File: src/rtl/conm_mem_arbiter_pkg.sv
// Shared constants for the CoNM unified-SRAM arbiter: reset levels, owner/state codes, helpers.
// Latency: n/a (package only).
// Backpressure: n/a (package only).
package conm_mem_arbiter_pkg;

    // Reset levels: rst is active-low
    localparam logic RST   = 1'b0;
    localparam logic UNRST = 1'b1;

    localparam int DATA_WIDTH = 32;

    // Owner of the read currently in flight (doubles as the owner FSM encoding)
    localparam logic [1:0] OWN_NONE = 2'd0;
    localparam logic [1:0] OWN_IF   = 2'd1;
    localparam logic [1:0] OWN_LS   = 2'd2;

    localparam logic [1:0] ST_IDLE  = OWN_NONE;
    localparam logic [1:0] ST_RD_IF = OWN_IF;
    localparam logic [1:0] ST_RD_LS = OWN_LS;

    // Which requester a grant belongs to
    typedef enum logic {
        PORT_IF = 1'b0,
        PORT_LS = 1'b1
    } port_e;

    // Owner code a freshly accepted access leaves pending (writes leave nothing)
    function automatic logic [1:0] next_owner(input logic if_gnt, input logic ls_gnt,
                                              input logic ls_we);
        logic [1:0] own;
        own = OWN_NONE;
        if (ls_gnt && !ls_we) begin
            own = OWN_LS;
        end else if (if_gnt) begin
            own = OWN_IF;
        end
        return own;
    endfunction

endpackage

File: src/rtl/conm_mem_arbiter_if.sv
// Bundle of the IF port, LS port and SRAM port around the CoNM memory arbiter.
// Latency: n/a (wiring only).
// Backpressure: req/gnt handshake per requester; the SRAM side never stalls.
interface conm_mem_arbiter_if #(
    parameter int AW    = 32,
    parameter int DW    = 32,
    parameter int MEMAW = 12
);
    // instruction-fetch port (read only)
    logic          if_req;
    logic [AW-1:0] if_addr;
    logic          if_gnt;
    logic          if_rvalid;
    logic [DW-1:0] if_rdata;
    logic          if_flush;

    // load/store port
    logic          ls_req;
    logic          ls_we;
    logic [AW-1:0] ls_addr;
    logic [3:0]    ls_be;
    logic [DW-1:0] ls_wdata;
    logic          ls_gnt;
    logic          ls_rvalid;
    logic [DW-1:0] ls_rdata;

    // single-port SRAM
    logic             mem_ce;
    logic             mem_we;
    logic [MEMAW-1:0] mem_addr;
    logic [3:0]       mem_be;
    logic [DW-1:0]    mem_wdata;
    logic [DW-1:0]    mem_rdata;

    // arbiter view
    modport slave (
        input  if_req, if_addr, if_flush,
        output if_gnt, if_rvalid, if_rdata,
        input  ls_req, ls_we, ls_addr, ls_be, ls_wdata,
        output ls_gnt, ls_rvalid, ls_rdata,
        output mem_ce, mem_we, mem_addr, mem_be, mem_wdata,
        input  mem_rdata
    );

    // core + SRAM view
    modport master (
        output if_req, if_addr, if_flush,
        input  if_gnt, if_rvalid, if_rdata,
        output ls_req, ls_we, ls_addr, ls_be, ls_wdata,
        input  ls_gnt, ls_rvalid, ls_rdata,
        input  mem_ce, mem_we, mem_addr, mem_be, mem_wdata,
        output mem_rdata
    );

endinterface

File: src/rtl/conm_rr_pick2.sv
// Two-way round-robin picker: on a conflict the requester that lost the previous conflict wins.
// Latency: grant is combinational from req; pointer updates on the clock after a conflict.
// Backpressure: losing requester simply sees no grant; pointer only moves on conflict cycles.
module conm_rr_pick2
    import conm_mem_arbiter_pkg::*;
(
    input  logic clk,
    input  logic rst,
    input  logic req0,
    input  logic req1,
    output logic gnt0,
    output logic gnt1
);

    logic prefer0;
    logic enable;
    logic conflict;

    assign enable   = (rst == UNRST);
    assign conflict = req0 && req1;

    // grant: uncontested requests pass, a conflict follows the pointer; nothing during reset
    always_comb begin
        gnt0 = 1'b0;
        gnt1 = 1'b0;
        if (enable) begin
            if (conflict) begin
                gnt0 = prefer0;
                gnt1 = !prefer0;
            end else begin
                gnt0 = req0;
                gnt1 = req1;
            end
        end
    end

    // pointer: starts preferring port 0, flips to the loser after each conflict
    always_ff @(posedge clk) begin
        if (rst == RST) begin
            prefer0 <= 1'b1;
        end else if (conflict) begin
            prefer0 <= gnt1;
        end
    end

endmodule

File: src/rtl/conm_mem_arbiter.sv
// Shares the single-port SRAM between IF and LS; tracks and returns the 1-cycle read (CONM_ARB_RR_EN selects round-robin, else LS-first).
// Latency: grant and SRAM strobe combinational; read data returned exactly one cycle after accept.
// Backpressure: loser of a conflict sees gnt=0 and retries; accepts may issue every cycle.
module conm_mem_arbiter
    import conm_mem_arbiter_pkg::*;
#(
    parameter int AW    = 32,
    parameter int DW    = DATA_WIDTH,
    parameter int MEMAW = 12
)(
    input  logic               clk,
    input  logic               rst,
    conm_mem_arbiter_if.slave  bus
);

    logic       if_gnt_w;
    logic       ls_gnt_w;
    logic [1:0] state;
    logic [1:0] state_nxt;
    logic       unused_addr_bits;

`ifdef CONM_ARB_RR_EN
    conm_rr_pick2 u_pick (
        .clk  (clk),
        .rst  (rst),
        .req0 (bus.if_req),
        .req1 (bus.ls_req),
        .gnt0 (if_gnt_w),
        .gnt1 (ls_gnt_w)
    );
`else
    // fixed priority: LS always wins, IF only when LS is silent; nothing during reset
    always_comb begin
        ls_gnt_w = (rst == UNRST) && bus.ls_req;
        if_gnt_w = (rst == UNRST) && bus.if_req && !bus.ls_req;
    end
`endif

    assign bus.if_gnt = if_gnt_w;
    assign bus.ls_gnt = ls_gnt_w;

    // SRAM port follows whichever requester holds the grant
    always_comb begin
        bus.mem_ce    = if_gnt_w || ls_gnt_w;
        bus.mem_we    = 1'b0;
        bus.mem_addr  = '0;
        bus.mem_be    = '0;
        bus.mem_wdata = '0;
        if (ls_gnt_w) begin
            bus.mem_we    = bus.ls_we;
            bus.mem_addr  = bus.ls_addr[MEMAW+1:2];
            bus.mem_be    = bus.ls_we ? bus.ls_be : 4'b0000;
            bus.mem_wdata = bus.ls_we ? bus.ls_wdata : '0;
        end else if (if_gnt_w) begin
            bus.mem_addr  = bus.if_addr[MEMAW+1:2];
        end
    end

    // owner of the next cycle's read response; writes leave nothing pending
    always_comb begin
        state_nxt = next_owner(if_gnt_w, ls_gnt_w, bus.ls_we);
    end

    // owner FSM: IDLE / RD_IF / RD_LS, rebuilt every cycle from this cycle's accept
    always_ff @(posedge clk) begin
        if (rst == RST) begin
            state <= ST_IDLE;
        end else begin
            state <= state_nxt;
        end
    end

    // response routing: a flush kills the IF response, reset kills any response in flight
    always_comb begin
        bus.if_rvalid = (rst == UNRST) && (state == ST_RD_IF) && !bus.if_flush;
        bus.ls_rvalid = (rst == UNRST) && (state == ST_RD_LS);
        bus.if_rdata  = bus.if_rvalid ? bus.mem_rdata : '0;
        bus.ls_rdata  = bus.ls_rvalid ? bus.mem_rdata : '0;
    end

    // byte-offset and high address bits are deliberately ignored
    assign unused_addr_bits = ^{bus.if_addr[AW-1:MEMAW+2], bus.if_addr[1:0],
                                bus.ls_addr[AW-1:MEMAW+2], bus.ls_addr[1:0]};

endmodule

File: src/flat_wrapper.sv
// flat-port wrapper written by rule: the top's interface ports become plain ports
module conm_mem_arbiter_flat import conm_mem_arbiter_pkg::*;
#(
    parameter int AW    = 32,
    parameter int DW    = DATA_WIDTH,
    parameter int MEMAW = 12
)
  (clk, rst, bus_if_req, bus_if_addr, bus_if_flush, bus_if_gnt, bus_if_rvalid, bus_if_rdata, bus_ls_req, bus_ls_we, bus_ls_addr, bus_ls_be, bus_ls_wdata, bus_ls_gnt, bus_ls_rvalid, bus_ls_rdata, bus_mem_ce, bus_mem_we, bus_mem_addr, bus_mem_be, bus_mem_wdata, bus_mem_rdata);
  conm_mem_arbiter_if #(.AW(AW), .DW(DW), .MEMAW(MEMAW)) bus_i ();
  input  logic clk;
  input  logic rst;
  input wire logic [$bits(bus_i.if_req)-1:0] bus_if_req;
  input wire logic [$bits(bus_i.if_addr)-1:0] bus_if_addr;
  input wire logic [$bits(bus_i.if_flush)-1:0] bus_if_flush;
  output wire logic [$bits(bus_i.if_gnt)-1:0] bus_if_gnt;
  output wire logic [$bits(bus_i.if_rvalid)-1:0] bus_if_rvalid;
  output wire logic [$bits(bus_i.if_rdata)-1:0] bus_if_rdata;
  input wire logic [$bits(bus_i.ls_req)-1:0] bus_ls_req;
  input wire logic [$bits(bus_i.ls_we)-1:0] bus_ls_we;
  input wire logic [$bits(bus_i.ls_addr)-1:0] bus_ls_addr;
  input wire logic [$bits(bus_i.ls_be)-1:0] bus_ls_be;
  input wire logic [$bits(bus_i.ls_wdata)-1:0] bus_ls_wdata;
  output wire logic [$bits(bus_i.ls_gnt)-1:0] bus_ls_gnt;
  output wire logic [$bits(bus_i.ls_rvalid)-1:0] bus_ls_rvalid;
  output wire logic [$bits(bus_i.ls_rdata)-1:0] bus_ls_rdata;
  output wire logic [$bits(bus_i.mem_ce)-1:0] bus_mem_ce;
  output wire logic [$bits(bus_i.mem_we)-1:0] bus_mem_we;
  output wire logic [$bits(bus_i.mem_addr)-1:0] bus_mem_addr;
  output wire logic [$bits(bus_i.mem_be)-1:0] bus_mem_be;
  output wire logic [$bits(bus_i.mem_wdata)-1:0] bus_mem_wdata;
  input wire logic [$bits(bus_i.mem_rdata)-1:0] bus_mem_rdata;
  assign bus_i.if_req = bus_if_req;
  assign bus_i.if_addr = bus_if_addr;
  assign bus_i.if_flush = bus_if_flush;
  assign bus_if_gnt = bus_i.if_gnt;
  assign bus_if_rvalid = bus_i.if_rvalid;
  assign bus_if_rdata = bus_i.if_rdata;
  assign bus_i.ls_req = bus_ls_req;
  assign bus_i.ls_we = bus_ls_we;
  assign bus_i.ls_addr = bus_ls_addr;
  assign bus_i.ls_be = bus_ls_be;
  assign bus_i.ls_wdata = bus_ls_wdata;
  assign bus_ls_gnt = bus_i.ls_gnt;
  assign bus_ls_rvalid = bus_i.ls_rvalid;
  assign bus_ls_rdata = bus_i.ls_rdata;
  assign bus_mem_ce = bus_i.mem_ce;
  assign bus_mem_we = bus_i.mem_we;
  assign bus_mem_addr = bus_i.mem_addr;
  assign bus_mem_be = bus_i.mem_be;
  assign bus_mem_wdata = bus_i.mem_wdata;
  assign bus_i.mem_rdata = bus_mem_rdata;
  conm_mem_arbiter #(.AW(AW), .DW(DW), .MEMAW(MEMAW)) u_core (.clk(clk), .rst(rst), .bus(bus_i));
endmodule
File: config.mk
export PLATFORM = sky130hd
export DESIGN_NAME = conm_mem_arbiter_flat
export DESIGN_NICKNAME = d
export VERILOG_FILES = /design/src/rtl/conm_mem_arbiter_pkg.sv /design/src/rtl/conm_mem_arbiter_if.sv /design/src/rtl/conm_rr_pick2.sv /design/src/rtl/conm_mem_arbiter.sv /design/src/flat_wrapper.sv
export SDC_FILE = /design/constraint.sdc
export NUM_CORES = 1
export LEC_CHECK = 0
export ABC_AREA = 0
export CORE_ASPECT_RATIO = 0.5
export CORE_MARGIN = 5
export CORE_UTILIZATION = 18
export DETAILED_ROUTE_END_ITERATION = 12
export GPL_TIMING_DRIVEN = 0
export PLACE_DENSITY_LB_ADDON = 0.3
export SETUP_SLACK_MARGIN = 0.05
export SYNTH_ARGS = -nofsm -noshare
export SYNTH_HDL_FRONTEND = slang
export SYNTH_SLANG_ARGS = --single-unit
File: constraint.sdc
create_clock -name clk -period 1.2 [get_ports clk]
set_input_delay 0.18 -clock clk [delete_from_list [all_inputs] [get_ports clk]]
set_output_delay 0.18 -clock clk [all_outputs]
set_load 0.02 [all_outputs]
# ---- Word level (Yosys, flattened, before mapping)
# Index checks and enable logic that the tools add are counted.
dict set report word_totals {
  register_bits 2
  in_bits 138
  output_inout_bits 118
  word_cells 28
}
dict set report op_classes {
  eq_ne 2
  n_mux 11
  bitwise_logic 1
  n_reduce_logical 12
}
# op count
set ops {}
lappend ops {{two-way mux 32 bit} 4}
lappend ops {{two-way mux 12 bit} 2}
lappend ops {{two-way mux 4 bit} 2}
lappend ops {{logical AND 1 bit} 7}
lappend ops {{logical NOT 1 bit} 3}
lappend ops {{equality test 2 x 1 -> 1 bit, second input constant} 1}
lappend ops {{equality test 2 bit, second input constant} 1}
lappend ops {{two-way mux 1 bit} 2}
lappend ops {{two-way mux 2 bit} 1}
lappend ops {{OR reduction 2 bit} 1}
lappend ops {{logical OR 1 bit} 1}
lappend ops {{NOT 1 bit} 1}

# ---- Logic depth before layout (Yosys ltp)
# Gate-level depths: netlist (run 1).
dict set report logic_depth {
  word_depth 4
  mapped_depth 5
  ltp_nobuf 2
}

# ---- Worst setup path before layout (run 1)
# Ideal clock, no wire load.
dict set report synth_path {
  path_type {input to output}
  start {input bus_ls_req}
  end {output bus_mem_addr[5]}
  t_arrival_ps 1075
  setup_slack_ps -55
  cell_stages 4
  n_path_buf 2
  path_cell_list {buf_4 > buf_2 > nand2b_1 > o21ai_0}
}
dict set report synth_between {
  elab_chain_cells 4
  word_cells_on_any_way 5
  classes_between {2 x mux; 3 x reduce/logical}
}
# element line_no
set synth_rtl {}
lappend synth_rtl {{start: declaration} flat_wrapper.sv:18} ;# input wire logic [$bits(bus_i.ls_req)-1:0] bus_ls_req;
lappend synth_rtl {{logical NOT 1 bit} conm_mem_arbiter.sv:35} ;# if_gnt_w = (rst == UNRST) && bus.if_req && !bus.ls_req;
lappend synth_rtl {{logical AND 1 bit} conm_mem_arbiter.sv:35}
lappend synth_rtl {{two-way mux 12 bit} conm_mem_arbiter.sv:54} ;# end else if (if_gnt_w) begin
lappend synth_rtl {{two-way mux 12 bit *} conm_mem_arbiter.sv:49} ;# if (ls_gnt_w) begin
lappend synth_rtl {{end: declaration} flat_wrapper.sv:28} ;# output wire logic [$bits(bus_i.mem_addr)-1:0] bus_mem_addr;
# Mark *: on every way between the ends. The rest lies on a longest branch, timed or not.

# ---- Worst setup path in the final report (run 1)
dict set report layout_path {
  start {register u_core.state[1]}
  end {output bus_if_rdata[18]}
}
dict set report layout_between {
  elab_chain_cells 4
}
# element line_no
set layout_rtl {}
lappend layout_rtl {{start: declaration} conm_mem_arbiter.sv:18} ;# logic [1:0] state;
lappend layout_rtl {{start signal: assignment} conm_mem_arbiter.sv:69} ;# state <= state_nxt;
lappend layout_rtl {{equality test 2 x 1 -> 1 bit} conm_mem_arbiter.sv:75} ;# bus.if_rvalid = (rst == UNRST) && (state == ST_RD_IF) && !bus.if_flush;
lappend layout_rtl {{logical AND 1 bit (2 in series)} conm_mem_arbiter.sv:75}
lappend layout_rtl {{two-way mux 32 bit} conm_mem_arbiter.sv:77} ;# bus.if_rdata = bus.if_rvalid ? bus.mem_rdata : '0;
lappend layout_rtl {{end: declaration} flat_wrapper.sv:17} ;# output wire logic [$bits(bus_i.if_rdata)-1:0] bus_if_rdata;
# No other way between the ends.

==> results of run 1 <==
## routing by layer
metal / up-vias / GRT usage, % / wire length (um)
li1: 976 / - / -
met1: 898 / 18.7 / 2770
met2: 65 / 38.6 / 4850
met3: 14 / 2.56 / 374
met4: 0 / 5.16 / 159
met5: - / 0 / 0
## cells by family (layout without fill, tap and decap cells)
| family | after synthesis | after routing | share of synthesized area [%] |
|---|---|---|---|
| flops | 2 | 2 | 3.52 |
| compound gates | 13 | 13 | 6.39 |
| buf+inv | 16 | 246 | 11.6 |
| simple gates | 131 | 133 | 78.5 |
## cells in the final DEF (no fill, tap or decap), drive strengths merged, types with 2 or more instances in the layout
cell           netlist  layout
and2               100     100
and4bb               1       2
and3                 2       2
nor2                 2       2
dlygate4sd2          0       9
and3b                1       2
o21ai               11      11
buf                 15     147
clkdlybuf4s50        0      77
nand2b              11      11
nor2b                2       2
clkbuf               1       3
dlymetal6s2s         0       8
dfxtp                2       2
nand3               11      11
## cell type report
type / count / area (um2)
Buffer: 16 / 209
Clock buffer: 3 / 75.1
Fill cell: 516 / 2100
Multi-Input combinational cell: 146 / 1180
Sequential cell: 2 / 42.5
Tap cell: 88 / 110
Timing Repair Buffer: 227 / 2390
## worst max-delay path, stage by stage (launching register included)
cell,delay (ps)
dfxtp_2,320
and4bb_4,370
buf_6,140
and2_4,140
buf_6,110
## where the power goes
group	leakage, nW	internal [mW]	switching, mW
Sequential	0.0172	0.0704	0.00263
Clock	0.0370	0.424	0.0755
Combinational	1.92	0.584	0.349
Total	1.97	1.08	0.428
## what timing repair did
item,in CTS,in global routing
cloned,13,0
pin swaps,82,23
setup buffers,1,2
endpoints found under the setup margin,118,107
resized for setup,782,47
## stage by stage
step                worst slack [ps]  cells  area, um2  utilization (%)
detailed placement              -898    463       3400             55.7
floorplan                      -23.8    162       1160                -
finish                          -281    482       4000             65.6
global placement                -862    463       3400             55.7
CTS                             -276    480       3850             63.0
global route                    -296    482       4000             65.6
## worst max-delay path by stage
| stage | end | slack, ps | depth (start not counted) |
|---|---|---|---|
| after floorplan | bus_mem_addr[3] | -20 | 4 |
| after global placement | bus_mem_addr[3] | -860 | 5 |
| after CTS | bus_if_rdata[12] | -280 | 4 |
| after global routing | bus_if_rdata[25] | -300 | 4 |
| after detailed placement | bus_mem_addr[3] | -900 | 5 |
| final | bus_if_rdata[18] | -280 | 4 |
==> summary.md, run 1 <==
| Metric | Value |
|---|---|
| LEAKAGE | 1.97 nW |
| EDFF count, synth | 0 |
| Worst Path Class, Setup | reg -> out |
| TNS Setup | -15790 ps |
| Sink Count | 2 |
| Final setup fails | 66 |
| Syn Std Cell Area | 1140 um2 |
| Min-Delay Startpoint | bus_ls_we |
| Arr. time, crit path | 1300 ps |
| Clock Pin Slew Worst Setup and Hold Paths | 30 ps |
| Drt pass-1 iters | 4 |
| Cell variety after synth | 20 |
| Synth area leader | and2_1 |
| WL final | 8150 um |
| Run status | finished with violations |
| Die ar. | 8100 um2 |
| Synth cell count leaders | and2_1, and2_4, nand2b_1, nand3_1, o21ai_0 |
| Via/cell ratio | 4.05 |
| Tcrit/Tclk final | 123% |
| Cells after synthesis | 162 |
| Top-count cell post-synth | and2_1 |
| Longest Clk Path Bufs | 2 |
| Max reg flops | 2 |
| Final Hold Slack | 109 ps |
| Share of the synthesized area in the top cell type | 39.1% |
| Diodes inserted | 0 |
| Initial Util | 18.6% |
| Regs by FF count | u_core.state: 2 flops |
| Synth area leaders | and2_1, and2_4, buf_6 |
| Dominant synthesized flop cell | dfxtp_1 |
| Post-DP HPWL | 6350 um |
| Fin worst setup slack | -281 ps |
| Slew margin rel. | 85.2% |
| Ys async rst share | 0% |
| RSZ-0062 raised after global routing | true |
| Num rows | 20 |
| Die Ht | 66.2 um |
| Syn_area_per_cell | 7.01 um2 |
| Pwr/cell area | 376 nW/um2 |
| Port bufs | 213 |
| Worst Setup SP | u_core.state[1] |
| Die width | 122 um |
| Crit-path max FO | 5 |
| H-tree depth | 1 |
| Post-DRT Antenna Nets | 0 |
| Worst hold path class | in -> reg |
| Failing checks | setup timing |
| Maxcap violations | 0 |
| Hold path depth | 2 |
| Sequential share of the synthesized area | 3.52% |
| Hold buffer count at CTS | 0 |
| # DRC | 0 |
| Mapped Nets | 300 |
| Core Footprint | 6110 um2 |
| Synth Warn # | 0 |
| Post-synthesis register bit count | 2 |
| Vias in the first global route | 2089 |
| CTS tree | built |
| DR WL/cell | 16.9 um |
| Share of layout cells above drive strength 1 | 65.2% |
| Global router's overall resource usage | 18.3% |
| Maximum VDD drop | 331 uV |
| Startpoint types | register |
| Largest net degree at the start of global routing | 11 |
| Root Driver | clkbuf_16 |
| Initial antenna violation count | 0 |
| Biggest register | u_core.state |
| Final Hold Viols | 0 |
| Max Freq | 675 MHz |
| Area delta synth->final | 252% |
| RePlAce Congestion | 0.777 |
| CP required | 1020 ps |
| Max-slew violation count | 0 |
| First-pass GRT wire length | 11500 um |
| Number of top-level pins | 256 |
| Iteration-0 DRC Markers | 23 |
| Layout net count | 534 |
| Gr ovfl total | 0 |
| Shortest period the worst path allows | 1480 ps |
| Hold endpoint | u_core.state[1] |
| Vias | 1953 |
| PnR Total Power | 1.51 mW |
| Worst-Margin Slew | 222 ps |
| CP Capture Type | output port |
| TritonCTS Buffers | 3 |
(Power assumes the default switching activity.)
==> run 2, diff against run 1 <==
--- a/config.mk
+++ b/config.mk
@@ -11,7 +11,7 @@
 export CORE_UTILIZATION = 18
 export DETAILED_ROUTE_END_ITERATION = 12
 export GPL_TIMING_DRIVEN = 0
-export PLACE_DENSITY_LB_ADDON = 0.3
+export PLACE_DENSITY_LB_ADDON = 0.25
 export SETUP_SLACK_MARGIN = 0.05
 export SYNTH_ARGS = -nofsm -noshare
 export SYNTH_HDL_FRONTEND = slang
==> run 2 against run 1 <==
The flow still finishes with violations (setup timing). Routed wire length up 0.80%. Critical path depth is the same. Utilization increased by 1.9 points. Critical path type unchanged. Count of clock-buffer cells in the layout unchanged. Worst setup slack worse by 8.6 ps. Total power rose by 3.1%.
==> summary.md, run 2 (synthesis gave the netlist of run 1 again) <==
| Metric | Value |
|---|---|
| Largest net degree at the start of global routing | 11 (unchanged) |
| # DRC | 0 (unchanged) |
| Area delta synth->final | 263% |
| Commonest non-fill, non-tap cell in the layout | buf_6 |
| Slowest cell delay on critical path | 370 ps (about the same) |
| Maxcap violations | 0 (unchanged) |
| Die Ht | 66.2 um (unchanged) |
| PnR Total Power | 1.55 mW (+3.1%) |
| Final setup fails | 66 (unchanged) |
| Min-Delay Startpoint | bus_ls_we |
| Failing checks | setup timing |
| Sink Count | 2 (unchanged) |
| Worst-Margin Slew | 240 ps (+17.2 ps) |
| Dpl cells | 463 (unchanged) |
| Port bufs | 213 (unchanged) |
| Max-slew violation count | 0 (unchanged) |
| Commonest cells after routing, fill and taps aside | buf_6, and2_4, clkdlybuf4s50_1 |
| Die width | 122 um (unchanged) |
| Layout net count | 539 (+0.94%) |
| Vias | 2007 (+2.8%) |
| Initial antenna violation count | 0 (unchanged) |
| Number of buffer and inverter stages on the critical path | 2 (unchanged) |
| Arr. time, crit path | 1310 ps (about the same) |
| Share of layout cells above drive strength 1 | 67.9% (+2.7 points) |
| Worst Path Class, Setup | reg -> out |
| CP Capture Type | output port |
| Startpoint types | register |
| Final Hold Viols | 0 (unchanged) |
| Max reg flops | 2 (unchanged) |
| Cell Count, Final, Fillers Out | 487 (+1.0%) |
| Root Driver | clkbuf_16 |
| First-pass GRT wire length | 11500 um (-0.18%) |
| Slew margin rel. | 84.1% (-1.1 points) |
| Number of top-level pins | 256 (unchanged) |
| Via/cell ratio | 4.12 (+1.7%) |
| Iteration-0 DRC Markers | 45 (+96%) |
| Pwr/cell area | 377 nW/um2 (+0.16%) |
| Drt pass-1 iters | 4 (unchanged) |
| Global router's overall resource usage | 18.2% (-0.095 points) |
| Run status | finished with violations |
| Most used cell, CP | buf_6 |
| Biggest register | u_core.state |
| DR WL/cell | 16.9 um (-0.24%) |
| Shortest period the worst path allows | 1490 ps (+8.56 ps) |
| Longest Clk Path Bufs | 2 (unchanged) |
| Max Freq | 671 MHz (-0.57%) |
| Maximum VDD drop | 345 uV (+4.1%) |
| Worst hold path class | in -> reg |
| CP max-delay cell | and4bb_4 |
| Core Footprint | 6110 um2 (unchanged) |
| Clock Pin Slew Worst Setup and Hold Paths | 30 ps (about the same) |
| Hold path depth | 2 (unchanged) |
| Initial Util | 18.6% (unchanged) |
| Fin worst setup slack | -290 ps (-8.56 ps) |
| Regs by FF count | u_core.state: 2 flops |
| Num rows | 20 (unchanged) |
| Diodes inserted | 0 (unchanged) |
| CP required | 1020 ps (about the same) |
| Crit-path max FO | 5 (unchanged) |
| CTS tree | built |
| Die ar. | 8100 um2 (unchanged) |
| Tcrit/Tclk final | 124% (+0.71 points) |
| Post-DP HPWL | 6210 um (-2.1%) |
| CP delay by family, top | simple AND/OR/NAND/NOR gates |
| Post-DRT Antenna Nets | 0 (unchanged) |
| RePlAce Congestion | 0.777 (about the same) |
| Gr ovfl total | 0 (unchanged) |
| Vias in the first global route | 2054 (-1.7%) |
| H-tree depth | 1 (unchanged) |
| Final-layout fill cell count | 498 (-3.5%) |
| TritonCTS Buffers | 3 (unchanged) |
| Crit-path cells | and4bb_4 -> buf_6 -> and2_2 -> buf_6 |
| WL final | 8220 um (+0.80%) |
| RSZ-0062 raised after global routing | true |
| Multi-input gate area | 1240 um2 (+5.1%) |
| FF+latch area | 42.5 um2 (unchanged) |
| Hold endpoint | u_core.state[1] |
| LEAKAGE | 2.02 nW (+2.4%) |
==> run 2: cell count changes in the layout (fill, tap and decap cells not counted), moves of 2 or more <==
cell / previous run / this run
o21ai_4: 0 / 3
and2_1: 8 / 6
and2_2: 0 / 2
buf_6: 118 / 127
dlygate4sd2_1: 9 / 4
nand3_1: 10 / 8
buf_8: 5 / 2
o21ai_1: 7 / 3
clkdlybuf4s50_1: 77 / 80
dlymetal6s2s_1: 8 / 10
nand3_2: 1 / 3
==> run 2: cell type report <==
| cell class | count | share of cell area [%] |
|---|---|---|
| clock buffer | 3 | 1.82 |
| buffer | 16 | 5.04 |
| multi-input combinational | 146 | 30.0 |
| tap | 88 | 2.67 |
| sequential | 2 | 1.03 |
| timing repair buffer | 232 | 59.5 |
==> run 2: power breakdown <==
part | switching [mW] | internal (mW) | total, mW
combinational | 0.367 | 0.608 | 0.975
clock | 0.0800 | 0.424 | 0.504
sequential | 0.00294 | 0.0704 | 0.0733
==> run 2: timing repair <==
item | in CTS | in global routing
hold buffers | 0 | 0
pin swaps | 79 | 28
cloned | 13 | 0
gates resized for setup | 799 | 41
setup buffers | 3 | 5
endpoints found under the setup margin | 118 | 109
==> run 2: metal layers <==
layer / global-route usage (%) / vias up / routed length [um]
li1: - / 993 / -
met1: 18.1 / 937 / 2820
met2: 39.3 / 63 / 4910
met3: 2.31 / 14 / 353
met4: 5.02 / 0 / 139
met5: 0 / - / 0
==> run 2: through the flow <==
step | TNS [ps] | cell area [um2] | setup WS, ps | util [%] | hold slack, ps
after floorplan | -60.2 | 1160 | -23.8 | - | 252
after global placement | -83440 | 3400 | -883 | 55.7 | 644
after detailed placement | -85530 | 3400 | -897 | 55.7 | 642
after CTS | -16200 | 3950 | -288 | 64.7 | 104
after global routing | -18420 | 4120 | -329 | 67.5 | 109
final | -16120 | 4120 | -290 | 67.5 | 108
==> run 2: worst max-delay path by stage <==
stage | start | end | slack, ps | depth (start not counted)
6_report | u_core.state[1] | bus_if_rdata[30] | -290 | 4
5_1_grt | u_core.state[1] | bus_if_rdata[30] | -330 | 4
4_1_cts | u_core.state[1] | bus_if_rdata[17] | -290 | 4
2_1_floorplan | rst | bus_mem_addr[3] | -20 | 4
3_5_place_dp | bus_if_req | bus_mem_addr[4] | -900 | 5
3_3_place_gp | bus_ls_we | bus_mem_wdata[11] | -880 | 6
==> run 3, diff against run 2 <==
--- a/config.mk
+++ b/config.mk
@@ -16,3 +16,4 @@
 export SYNTH_ARGS = -nofsm -noshare
 export SYNTH_HDL_FRONTEND = slang
 export SYNTH_SLANG_ARGS = --single-unit
+export TNS_END_PERCENT = 5
==> run 3 against run 2 <==
The flow still finishes with violations (setup timing). Count of clock-buffer cells in the layout unchanged. First-iteration DRC count decreased by 2.2%. Design area decreased by 5.0%. Sequential share of layout area increased by 0.054 points. Non-clock buffer count decreased by 9. Largest cell class unchanged. Worst hold slack got worse by 0.82 ps. Global-route usage decreased by 0.63 points. Utilization decreased by 3.4 points.
==> summary.md, run 3 (synthesis gave the netlist of run 1 again) <==
| Metric | Value |
|---|---|
| CTS tree | built |
| Clk network pwr share | 33.5% (+1.0 points) |
| Shortest period the worst path allows | 1480 ps (-14.5 ps) |
| Longest Clk Path Bufs | 2 (unchanged) |
| CP max-delay cell | and4bb_4 |
| Post-DP HPWL | 6130 um (-1.3%) |
| Number of top-level pins | 256 (unchanged) |
| NetSw | 415 uW (-7.8%) |
| Die width | 122 um (unchanged) |
| TritonCTS Buffers | 3 (unchanged) |
| Core Footprint | 6110 um2 (unchanged) |
| Fin worst setup slack | -275 ps (+14.5 ps) |
| Placement Setup Slack | -940 ps (-42.7 ps) |
| RSZ-0062 raised after global routing | true |
| Final Hold Viols | 0 (unchanged) |
| Sink Count | 2 (unchanged) |
| Via/cell ratio | 4.07 (-1.3%) |
| Cell Count, Final, Fillers Out | 478 (-1.8%) |
| Seq pwr share | 5.0% (+0.3 points) |
| Initial antenna violation count | 0 (unchanged) |
| Share of layout cells above drive strength 1 | 63.1% (-4.8 points) |
| Most used cell, CP | buf_6 |
| LEAKAGE | 1.93 nW (-4.6%) |
| Vias in the first global route | 2101 (+2.3%) |
| CP delay by family, top | simple AND/OR/NAND/NOR gates |
| Hold buffer count at CTS | 0 (unchanged) |
| Die ar. | 8100 um2 (unchanged) |
| Area post-placement | 3380 um2 (-0.74%) |
| Worst hold path class | in -> reg |
| WL final | 7770 um (-5.4%) |
| DR WL/cell | 16.3 um (-3.6%) |
| Run status | finished with violations |
| First-pass GRT wire length | 11200 um (-2.2%) |
| Post-CTS Setup Bufs | 0 (-3) |
| Port bufs | 213 (unchanged) |
| Arr. time, crit path | 1300 ps (about the same) |
| Slowest cell delay on critical path | 370 ps (about the same) |
| Post-DRT Antenna Nets | 0 (unchanged) |
| Global router's overall resource usage | 17.6% (-0.63 points) |
| Root Driver | clkbuf_16 |
| Internal | 1.06 mW (-4.3%) |
| Worst-Margin Slew | 224 ps (-15.6 ps) |
| Startpoint types | register |
| Crit-path cells | and4bb_4 -> buf_6 -> and2_4 -> buf_6 |
| Switching share of power | 28.2% (-0.78 points) |
| Iteration-0 DRC Markers | 44 (-2.2%) |
| Worst Path Class, Setup | reg -> out |
| Diodes inserted | 0 (unchanged) |
| Maximum VDD drop | 256 uV (-26%) |
| Biggest register | u_core.state |
| Slew margin rel. | 85.1% (+1.0 points) |
| Initial Util | 18.6% (unchanged) |
| Num rows | 20 (unchanged) |
| Drt pass-1 iters | 4 (unchanged) |
| Regs by FF count | u_core.state: 2 flops |
| RePlAce Congestion | 0.815 (+4.9%) |
| TNS Setup | -15620 ps (+498 ps) |
| Pwr/cell area | 375 nW/um2 (-0.31%) |
| Die Ht | 66.2 um (unchanged) |
| Vias | 1945 (-3.1%) |
| Final Cell Area | 3920 um2 (-5.0%) |
| Failing checks | setup timing |
| Combinational power share | 61.5% (-1.3 points) |
| Clock Pin Slew Worst Setup and Hold Paths | 30 ps (about the same) |
| Gr ovfl total | 0 (unchanged) |
| Max Freq | 678 MHz (+0.98%) |
| Commonest cells after routing, fill and taps aside | buf_6, and2_4, clkdlybuf4s50_1 |
| Max-slew violation count | 0 (unchanged) |
| Tcrit/Tclk final | 123% (-1.2 points) |
| Maxcap violations | 0 (unchanged) |
| Dpl cells | 463 (unchanged) |
| Number of buffer and inverter stages on the critical path | 2 (unchanged) |
| CP required | 1020 ps (about the same) |
| Commonest non-fill, non-tap cell in the layout | buf_6 |
| Area delta synth->final | 245% |
| Max reg flops | 2 (unchanged) |
| # DRC | 0 (unchanged) |
| Crit-path max FO | 5 (unchanged) |
| Layout net count | 530 (-1.7%) |
| CP Capture Type | output port |
| Largest net degree at the start of global routing | 12 (+1) |
| Final setup fails | 66 (unchanged) |
| PnR Total Power | 1.47 mW (-5.3%) |
| H-tree depth | 1 (unchanged) |
## run 3: cell count changes in the layout (fill, tap and decap cells not counted), sizes merged
cell,before,now
dlygate4sd2,4,9
clkdlybuf4s50,80,76
buf,151,143
dlymetal6s2s,10,9
clkdlybuf4s15,2,1
## run 3: power by group through the flow
stage,sequential (mW),clock [mW],combinational [mW]
2_1_floorplan,0.0714,0,0.285
3_3_place_gp,0.0716,0,0.800
3_5_place_dp,0.0717,0,0.814
4_1_cts,0.0733,0.500,0.886
5_1_grt,0.0737,0.512,0.959
6_report,0.0736,0.492,0.905
## run 3: area by class of cell
class	count	area (um2)
Timing Repair Buffer	223	2320
Fill cell	527	2190
Multi-Input combinational cell	146	1160
Clock buffer	3	75.1
Tap cell	88	110
Buffer	16	206
Sequential cell	2	42.5
## run 3: path summary, 6_finish.rpt
path	start	endpoint	cells past startpoint
min	bus_ls_we	u_core.state[1]	2
max	u_core.state[1]	bus_if_rdata[13]	4
## run 3: what timing repair did
item	CTS	global route
cloned	12	0
pin swaps	75	24
gates resized for setup	774	45
setup endpoints to repair	118	109
## run 3: stage by stage
stage / utilization, % / hold WS (ps)
CTS: 62.0 / 140
finish: 64.1 / 108
global route: 64.1 / 114
detailed placement: 55.3 / 685
global placement: 55.3 / 664
floorplan: - / 252
## run 3: metal layers
| metal | up-vias | part of all wire [%] | global-route usage (%) |
|---|---|---|---|
| met5 | - | 0 | 0 |
| met3 | 4 | 5.2 | 3.08 |
| met1 | 904 | 36 | 19.0 |
| met2 | 68 | 59 | 36.2 |
| met4 | 0 | 0.41 | 2.79 |
| li1 | 969 | - | - |
